## src/rtl/button_event_pkg.sv

```systemverilog
// Shared event codes, per-button state encoding and width helpers for the
// button event controller.
package button_event_pkg;

  localparam logic [1:0] EVT_SHORT  = 2'd1;
  localparam logic [1:0] EVT_LONG   = 2'd2;
  localparam logic [1:0] EVT_REPEAT = 2'd3;

  typedef enum logic [1:0] {
    ST_IDLE      = 2'd0,
    ST_PRESSED   = 2'd1,
    ST_LONG_HELD = 2'd2
  } btn_state_e;

  function automatic int idx_w(input int n);
    return (n > 1) ? $clog2(n) : 1;
  endfunction

  function automatic int cnt_w(input int depth);
    return $clog2(depth) + 1;
  endfunction

endpackage

```

## src/rtl/button_event_ctrl_if.sv

```systemverilog
// Event read port: show-ahead head of the event FIFO with valid/ready pop
// and live occupancy.
interface button_event_ctrl_if #(
  parameter int IDXW = 1,
  parameter int CNTW = 3
);
  logic            evt_valid;
  logic            evt_ready;
  logic [1:0]      evt_type;
  logic [IDXW-1:0] evt_index;
  logic [CNTW-1:0] evt_count;

  modport master (
    output evt_valid, evt_type, evt_index, evt_count,
    input  evt_ready
  );

  modport slave (
    input  evt_valid, evt_type, evt_index, evt_count,
    output evt_ready
  );
endinterface

```

## src/rtl/button_event_ctrl_fifo.sv

```systemverilog
// Synchronous show-ahead FIFO; the head reads as zero while empty and a
// push into a full FIFO is ignored even when a pop happens in that cycle.
module event_fifo #(
  parameter int WIDTH = 3,
  parameter int DEPTH = 4
) (
  input  logic                       clk,
  input  logic                       reset_n,
  input  logic                       push_i,
  input  logic [WIDTH-1:0]           data_i,
  output logic                       full_o,
  input  logic                       pop_i,
  output logic                       valid_o,
  output logic [WIDTH-1:0]           data_o,
  output logic [$clog2(DEPTH):0]     count_o
);

  localparam int AW = $clog2(DEPTH);
  localparam int CW = AW + 1;

  logic [WIDTH-1:0] mem_q [DEPTH];
  logic [AW-1:0]    wr_q, wr_d;
  logic [AW-1:0]    rd_q, rd_d;
  logic [CW-1:0]    count_q, count_d;
  logic             do_push, do_pop;

  assign full_o  = (count_q == CW'(DEPTH));
  assign valid_o = (count_q != '0);
  assign do_push = push_i & ~full_o;
  assign do_pop  = pop_i & valid_o;
  assign data_o  = valid_o ? mem_q[rd_q] : '0;
  assign count_o = count_q;

  always_comb begin
    wr_d    = do_push ? wr_q + AW'(1) : wr_q;
    rd_d    = do_pop  ? rd_q + AW'(1) : rd_q;
    count_d = count_q + CW'(do_push) - CW'(do_pop);
  end

  always_ff @(posedge clk or negedge reset_n) begin
    if (!reset_n) begin
      wr_q    <= '0;
      rd_q    <= '0;
      count_q <= '0;
    end else begin
      wr_q    <= wr_d;
      rd_q    <= rd_d;
      count_q <= count_d;
    end
  end

  // Storage carries data only; validity comes from count_q.
  always_ff @(posedge clk) begin
    if (do_push) mem_q[wr_q] <= data_i;
  end

endmodule

```

## src/rtl/button_event_ctrl.sv

```systemverilog
// Per-button SHORT/LONG/REPEAT sequencer with one pending slot per button,
// a round-robin arbiter and a shared event FIFO drained over a valid/ready port.
module button_event_ctrl
  import button_event_pkg::*;
#(
  parameter int pARRAY_SIZE   = 2,
  parameter int pCLKIN_PERIOD = 20,
  parameter int pTICK_PERIOD  = 1_000_000,
  parameter int pLONG_MS      = 800,
  parameter int pREPEAT_MS    = 200,
  parameter int pFIFO_DEPTH   = 4
) (
  input  logic                   clk,
  input  logic                   reset_n,
  input  logic [pARRAY_SIZE-1:0] buttonState,
  input  logic [pARRAY_SIZE-1:0] buttonDwTick,
  input  logic [pARRAY_SIZE-1:0] buttonUpTick,
  output logic [pARRAY_SIZE-1:0] evt_held,
  output logic                   overflow,
  input  logic                   overflow_clr,
  button_event_ctrl_if.master    evt
);

  localparam int N        = pARRAY_SIZE;
  localparam int IDXW     = idx_w(pARRAY_SIZE);
  localparam int EW       = 2 + IDXW;
  localparam int TICK_DIV = pTICK_PERIOD / pCLKIN_PERIOD;
  localparam int PSW      = (TICK_DIV > 1) ? $clog2(TICK_DIV) : 1;
  localparam logic [15:0] LONG_TH   = 16'(pLONG_MS);
  localparam logic [15:0] REPEAT_TH = 16'(pREPEAT_MS);

  logic unused_button_state;
  assign unused_button_state = ^buttonState;

  logic [PSW-1:0] presc_q, presc_d;
  logic           ms_tick;

  assign ms_tick = (presc_q == PSW'(TICK_DIV - 1));
  assign presc_d = ms_tick ? '0 : presc_q + PSW'(1);

  logic [N-1:0]    pend_vec;
  logic [1:0]      pend_type_vec [N];
  logic [N-1:0]    drop_vec;
  logic [N-1:0]    grant;
  logic            push;
  logic [IDXW-1:0] gidx;
  logic [IDXW-1:0] rr_ptr_q, rr_ptr_d;
  logic            overflow_q, overflow_d;
  logic            fifo_full;
  logic [EW-1:0]   fifo_head;

  for (genvar i = 0; i < N; i++) begin : g_btn
    btn_state_e state_q, state_d;
    logic [15:0] cnt_q, cnt_d, cnt_inc;
    logic        raise;
    logic [1:0]  raise_type;
    logic        pend_q, pend_d;
    logic [1:0]  pend_type_q, pend_type_d;
    logic        drop;

    assign cnt_inc = cnt_q + 16'd1;

    // Down restarts from any state; up beats a coincident threshold tick.
    always_comb begin
      state_d    = state_q;
      cnt_d      = cnt_q;
      raise      = 1'b0;
      raise_type = EVT_SHORT;
      case (state_q)
        ST_IDLE: begin
          if (buttonDwTick[i]) begin
            state_d = ST_PRESSED;
            cnt_d   = '0;
          end
        end
        ST_PRESSED: begin
          if (buttonDwTick[i]) begin
            state_d = ST_PRESSED;
            cnt_d   = '0;
          end else if (buttonUpTick[i]) begin
            raise      = 1'b1;
            raise_type = EVT_SHORT;
            state_d    = ST_IDLE;
          end else if (ms_tick) begin
            if (cnt_inc == LONG_TH) begin
              raise      = 1'b1;
              raise_type = EVT_LONG;
              state_d    = ST_LONG_HELD;
              cnt_d      = '0;
            end else begin
              cnt_d = cnt_inc;
            end
          end
        end
        ST_LONG_HELD: begin
          if (buttonDwTick[i]) begin
            state_d = ST_PRESSED;
            cnt_d   = '0;
          end else if (buttonUpTick[i]) begin
            state_d = ST_IDLE;
          end else if (ms_tick) begin
            if (cnt_inc == REPEAT_TH) begin
              raise      = 1'b1;
              raise_type = EVT_REPEAT;
              cnt_d      = '0;
            end else begin
              cnt_d = cnt_inc;
            end
          end
        end
        default: state_d = ST_IDLE;
      endcase
    end

    // A slot being granted this cycle is free to take a new event.
    always_comb begin
      pend_d      = pend_q;
      pend_type_d = pend_type_q;
      drop        = 1'b0;
      if (grant[i]) pend_d = 1'b0;
      if (raise) begin
        if (pend_q && !grant[i]) begin
          drop = 1'b1;
        end else begin
          pend_d      = 1'b1;
          pend_type_d = raise_type;
        end
      end
    end

    always_ff @(posedge clk or negedge reset_n) begin
      if (!reset_n) begin
        state_q     <= ST_IDLE;
        cnt_q       <= '0;
        pend_q      <= 1'b0;
        pend_type_q <= '0;
      end else begin
        state_q     <= state_d;
        cnt_q       <= cnt_d;
        pend_q      <= pend_d;
        pend_type_q <= pend_type_d;
      end
    end

    assign pend_vec[i]      = pend_q;
    assign pend_type_vec[i] = pend_type_q;
    assign drop_vec[i]      = drop;
    assign evt_held[i]      = (state_q != ST_IDLE);
  end

  // Round-robin: first pending button at or after rr_ptr, nothing while full.
  always_comb begin
    int idx;
    grant = '0;
    push  = 1'b0;
    gidx  = '0;
    idx   = 0;
    for (int k = 0; k < N; k++) begin
      idx = (int'(rr_ptr_q) + k) % N;
      if (!push && !fifo_full && pend_vec[IDXW'(idx)]) begin
        push              = 1'b1;
        grant[IDXW'(idx)] = 1'b1;
        gidx              = IDXW'(idx);
      end
    end
  end

  always_comb begin
    rr_ptr_d = rr_ptr_q;
    if (push) rr_ptr_d = (int'(gidx) == N - 1) ? '0 : gidx + IDXW'(1);
  end

  always_comb begin
    overflow_d = overflow_q;
    if (|drop_vec)         overflow_d = 1'b1;
    else if (overflow_clr) overflow_d = 1'b0;
  end

  always_ff @(posedge clk or negedge reset_n) begin
    if (!reset_n) begin
      presc_q    <= '0;
      rr_ptr_q   <= '0;
      overflow_q <= 1'b0;
    end else begin
      presc_q    <= presc_d;
      rr_ptr_q   <= rr_ptr_d;
      overflow_q <= overflow_d;
    end
  end

  assign overflow = overflow_q;

  event_fifo #(
    .WIDTH (EW),
    .DEPTH (pFIFO_DEPTH)
  ) u_fifo (
    .clk     (clk),
    .reset_n (reset_n),
    .push_i  (push),
    .data_i  ({pend_type_vec[gidx], gidx}),
    .full_o  (fifo_full),
    .pop_i   (evt.evt_ready),
    .valid_o (evt.evt_valid),
    .data_o  (fifo_head),
    .count_o (evt.evt_count)
  );

  assign evt.evt_type  = fifo_head[EW-1 -: 2];
  assign evt.evt_index = fifo_head[IDXW-1:0];

endmodule

```

## src/flat_wrapper.sv

```systemverilog
// flat-port wrapper written by rule: the top's interface ports become plain ports
module button_event_ctrl_flat import button_event_pkg::*;
#(
  parameter int pARRAY_SIZE   = 2,
  parameter int pCLKIN_PERIOD = 20,
  parameter int pTICK_PERIOD  = 1_000_000,
  parameter int pLONG_MS      = 800,
  parameter int pREPEAT_MS    = 200,
  parameter int pFIFO_DEPTH   = 4
)
  (clk, reset_n, buttonState, buttonDwTick, buttonUpTick, evt_held, overflow, overflow_clr, evt_evt_valid, evt_evt_type, evt_evt_index, evt_evt_count, evt_evt_ready);
  button_event_ctrl_if #(.IDXW(idx_w((2))), .CNTW(cnt_w((4)))) evt_i ();
  input  logic clk;
  input  logic reset_n;
  input  logic [pARRAY_SIZE-1:0] buttonState;
  input  logic [pARRAY_SIZE-1:0] buttonDwTick;
  input  logic [pARRAY_SIZE-1:0] buttonUpTick;
  output logic [pARRAY_SIZE-1:0] evt_held;
  output logic overflow;
  input  logic overflow_clr;
  output wire logic [$bits(evt_i.evt_valid)-1:0] evt_evt_valid;
  output wire logic [$bits(evt_i.evt_type)-1:0] evt_evt_type;
  output wire logic [$bits(evt_i.evt_index)-1:0] evt_evt_index;
  output wire logic [$bits(evt_i.evt_count)-1:0] evt_evt_count;
  input wire logic [$bits(evt_i.evt_ready)-1:0] evt_evt_ready;
  assign evt_evt_valid = evt_i.evt_valid;
  assign evt_evt_type = evt_i.evt_type;
  assign evt_evt_index = evt_i.evt_index;
  assign evt_evt_count = evt_i.evt_count;
  assign evt_i.evt_ready = evt_evt_ready;
  button_event_ctrl #(.pARRAY_SIZE(pARRAY_SIZE), .pCLKIN_PERIOD(pCLKIN_PERIOD), .pTICK_PERIOD(pTICK_PERIOD), .pLONG_MS(pLONG_MS), .pREPEAT_MS(pREPEAT_MS), .pFIFO_DEPTH(pFIFO_DEPTH)) u_core (.clk(clk), .reset_n(reset_n), .buttonState(buttonState), .buttonDwTick(buttonDwTick), .buttonUpTick(buttonUpTick), .evt_held(evt_held), .overflow(overflow), .overflow_clr(overflow_clr), .evt(evt_i));
endmodule
```

## config.mk

```make
export PLATFORM = sky130hd
export DESIGN_NAME = button_event_ctrl_flat
export DESIGN_NICKNAME = d
export VERILOG_FILES = /design/src/rtl/button_event_pkg.sv /design/src/rtl/button_event_ctrl_if.sv /design/src/rtl/button_event_ctrl_fifo.sv /design/src/rtl/button_event_ctrl.sv /design/src/flat_wrapper.sv
export SDC_FILE = /design/constraint.sdc
export NUM_CORES = 1
export LEC_CHECK = 0
export BUFFER_PORTS_ARGS = -buffer_cell sky130_fd_sc_hd__clkbuf_2
export CORE_AREA = 2 2 104 106
export CTS_BUF_LIST = sky130_fd_sc_hd__clkbuf_4
export DETAILED_ROUTE_END_ITERATION = 7
export DIE_AREA = 0 0 106 108
export GPL_ROUTABILITY_DRIVEN = 0
export HOLD_SLACK_MARGIN = 0.1
export PLACE_DENSITY = 0.66
export SKIP_CTS_REPAIR_TIMING = 1
export SLEW_MARGIN = 40
export SYNTH_ARGS = -nofsm -noshare
export SYNTH_HDL_FRONTEND = slang
export SYNTH_SLANG_ARGS = --single-unit
```

## constraint.sdc

```tcl
create_clock -name clk -period 6.42 [get_ports clk]
set_input_delay 0.642 -clock clk [delete_from_list [all_inputs] [get_ports clk]]
set_output_delay 0.642 -clock clk [all_outputs]
set_load 0.1 [all_outputs]
```

==> metrics.md <==
| Metric | Value |
|---|---|
| CTS sink cnt | `79` |
| DIE WIDTH | `106 um` |
| Synthesized area per cell | `9.302 um2` |
| Final net count | `576` |
| Initial antenna violation count | `0` |
| Overall routed net length | `10.73 mm` |
| Worst EP arrival | `3650 ps` |
| Slew Limit Fails | `0` |
| Post-route ant nets | `0` |
| Leakage power | `2.139 nW` |
| Hold Path Class | `primary input to async pin` |
| Slew HR | `57.59%` |
| Residual DRC | `0` |
| Clk root buf | `clkbuf_4` |
| Share of cells above drive strength 1 | `12.14%` |
| Detailed placement HPWL | `7.670 mm` |
| Crit-path slowest cell | `dfrtp_1` |
| Initial core utilization | `49.37%` |
| Crit share post-route | `51.42%` |
| Cell area after layout | `0.005314 mm2` |
| H-tree depth | `3` |
| Post-route setup TNS | `0 ps` |
| First-pass GRT wire length | `18.20 mm` |
| Largest net degree at the start of global routing | `68` |
| Via density | `5.900` |
| GRT overflow | `0` |
| Final setup fails | `0` |
| Rows | `37` |
| GRT Total Usage | `19.92%` |
| Tot Pwr | `1.593 mW` |
| Area post-placement | `0.005187 mm2` |
| CTS tree | `built` |
| Pre-CTS setup slack | `3153 ps` |
| #FFs+latches synth | `79` |
| Drt pass-1 iters | `5` |
| Share of the yosys chip area belonging to registers | `40.33%` |
| Synth Warn # | `0` |
| Worst vdd ir | `0.0003147 V` |
| Area leader, netlist | `dfrtp_1` |
| Wire per inst | `15.60 um` |
| Ys flop type | `dfrtp_1` |
| CP endpoint kind | `register` |
| Cells after synthesis | `543` |
| CP Cell Sequence | `nand4_1, nor3_2, mux2_2, o41a_1, o22ai_2, nor2_1, mux2_2` |
| Clock buffer depth | `2` |
| Mapped Area | `0.005051 mm2` |
| CTS Buf Count | `9` |
| Post-synthesis cell type count | `80` |
| Setup Skew | `27.69 ps` |
| Core box area | `0.01023 mm2` |
| Hold Vio Cnt, Final | `0` |
| Die ar. | `0.01145 mm2` |
| WHS | `265.6 ps` |
| CP max stage delay | `590 ps` |
| I/O pins | `20` |
| Ys async rst share | `84.81%` |
| Setup slack after layout | `3119 ps` |
| CP Max Fanout | `13` |
| Status | `finished, final reports clean` |
| Largest cells by area after synthesis | `dfrtp_1 (33%), edfxtp_1 (7.1%), nand2_1 (4.6%)` |
| Vias in the first global route | `3780` |
| Die height | `108 um` |
| Buffers on Ports | `17` |
| Min cycle time layout | `3301 ps` |
| Pwr/cell area | `299.7 mW/mm2` |
| Drt initial violations | `136` |
| Crit path max-delay family | `simple AND/OR/NAND/NOR gates` |
| F_max | `303.0 MHz` |
| RSZ-0062 raised after global routing | `no` |
| Net count after synthesis | `572` |
| Worst setup SP type | `register` |
| Clock transition at the registers of the reported paths | `160 ps` |
| Layout area overhead | `5.202%` |
| Most common cell after layout, fill and taps aside | `dfrtp_1` |
| WP data required | `6770 ps` |
| Post-synth EDFFs | `12` |
| Crit path buffers/inverters | `0` |
| Vias | `4059` |
| Max-cap violations | `0` |
| Most frequent cells in the layout | `dfrtp_1 (67), nand2_1 (62), nor2_1 (41), o21ai_0 (35), inv_1 (27)` |
| Worst-skew pair later-pin latency | `450 ps` |
| Crit-path most repeated cell | `mux2_2` |
| Antenna diode count | `0` |
| Yosys top cell area share | `33.19%` |
| Crit path kind | `register to register` |
| Least-Margin Pin Slew | `633.8 ps` |
through the flow:
| step | utilization (%) | instances |
|---|---|---|
| after floorplan | - | 543 |
| after global placement | 50.58 | 672 |
| after detailed placement | 50.70 | 672 |
| after CTS | 51.94 | 688 |
| after global routing | 51.94 | 688 |
| final | 51.94 | 688 |
layer usage:
| layer | up-vias | share of wire, % | global-route usage, % |
|---|---|---|---|
| met1 | 1954 | 45 | 25.57 |
| met5 | - | 0 | 0 |
| met2 | 95 | 49 | 34.52 |
| met3 | 14 | 4.0 | 3.858 |
| li1 | 1996 | - | - |
| met4 | 0 | 1.4 | 5.733 |
cell usage after synthesis, drive strengths merged, types with 9 or more instances:
cell    instances
o21ai          40
nand2          62
edfxtp         12
nor2b           9
nand4          15
xnor2          13
ha             18
buf            18
and2           14
nor3           18
nand3          22
a21oi          20
nor2           41
xor2           12
inv            27
dfrtp          67
power by group:
part	internal, mW	switching, mW	total (mW)
Clock	0.0863	0.199	0.285
Combinational	0.174	0.482	0.656
Sequential	0.589	0.0621	0.652
path summary, 6_finish.rpt:
check	startpoint	endpoint	slack, ps	depth (start not counted)
max reg2reg	u_core.g_btn[0].cnt_q[3]	u_core.g_btn[0].cnt_q[0]	3120	7
min reg2reg	u_core.presc_q[0]	u_core.presc_q[0]	460	1
min	reset_n	u_core.u_fifo.rd_q[0]	270	2
min in group clk	u_core.presc_q[0]	u_core.presc_q[0]	460	1
max	u_core.g_btn[0].cnt_q[3]	u_core.g_btn[0].cnt_q[0]	3120	7
max in group asynchronous	reset_n	u_core.g_btn[0].cnt_q[6]	5680	2
state kept, by name, summed over array words and instances (netlist names), 2 cells and up:
signal                    flops
u_core.g_btn.state_q          4
u_core.u_fifo.wr_q            2
u_core.g_btn.pend_type_q      4
u_core.g_btn.cnt_q           32
u_core.g_btn.pend_q           2
u_core.u_fifo.mem_q          12
u_core.presc_q               16
u_core.u_fifo.count_o         3
u_core.u_fifo.rd_q            2
cell families after synthesis:
family,share of synthesized area [%]
buf+inv,5.004
simple gates,25.02
fa+ha+maj,4.855
flops,40.33
mux,3.443
compound gates,17.02
xor+xnor,4.335
area by class of cell:
class	count	area, um2
inverter	27	101.3
timing repair buffer	19	103.9
fill	946	4917
clock inverter	7	58.81
clock buffer	9	67.56
sequential	79	2037
tap	136	170.2
multi-input combinational	411	2775
Note: power is estimated with default switching activity, not from simulation.
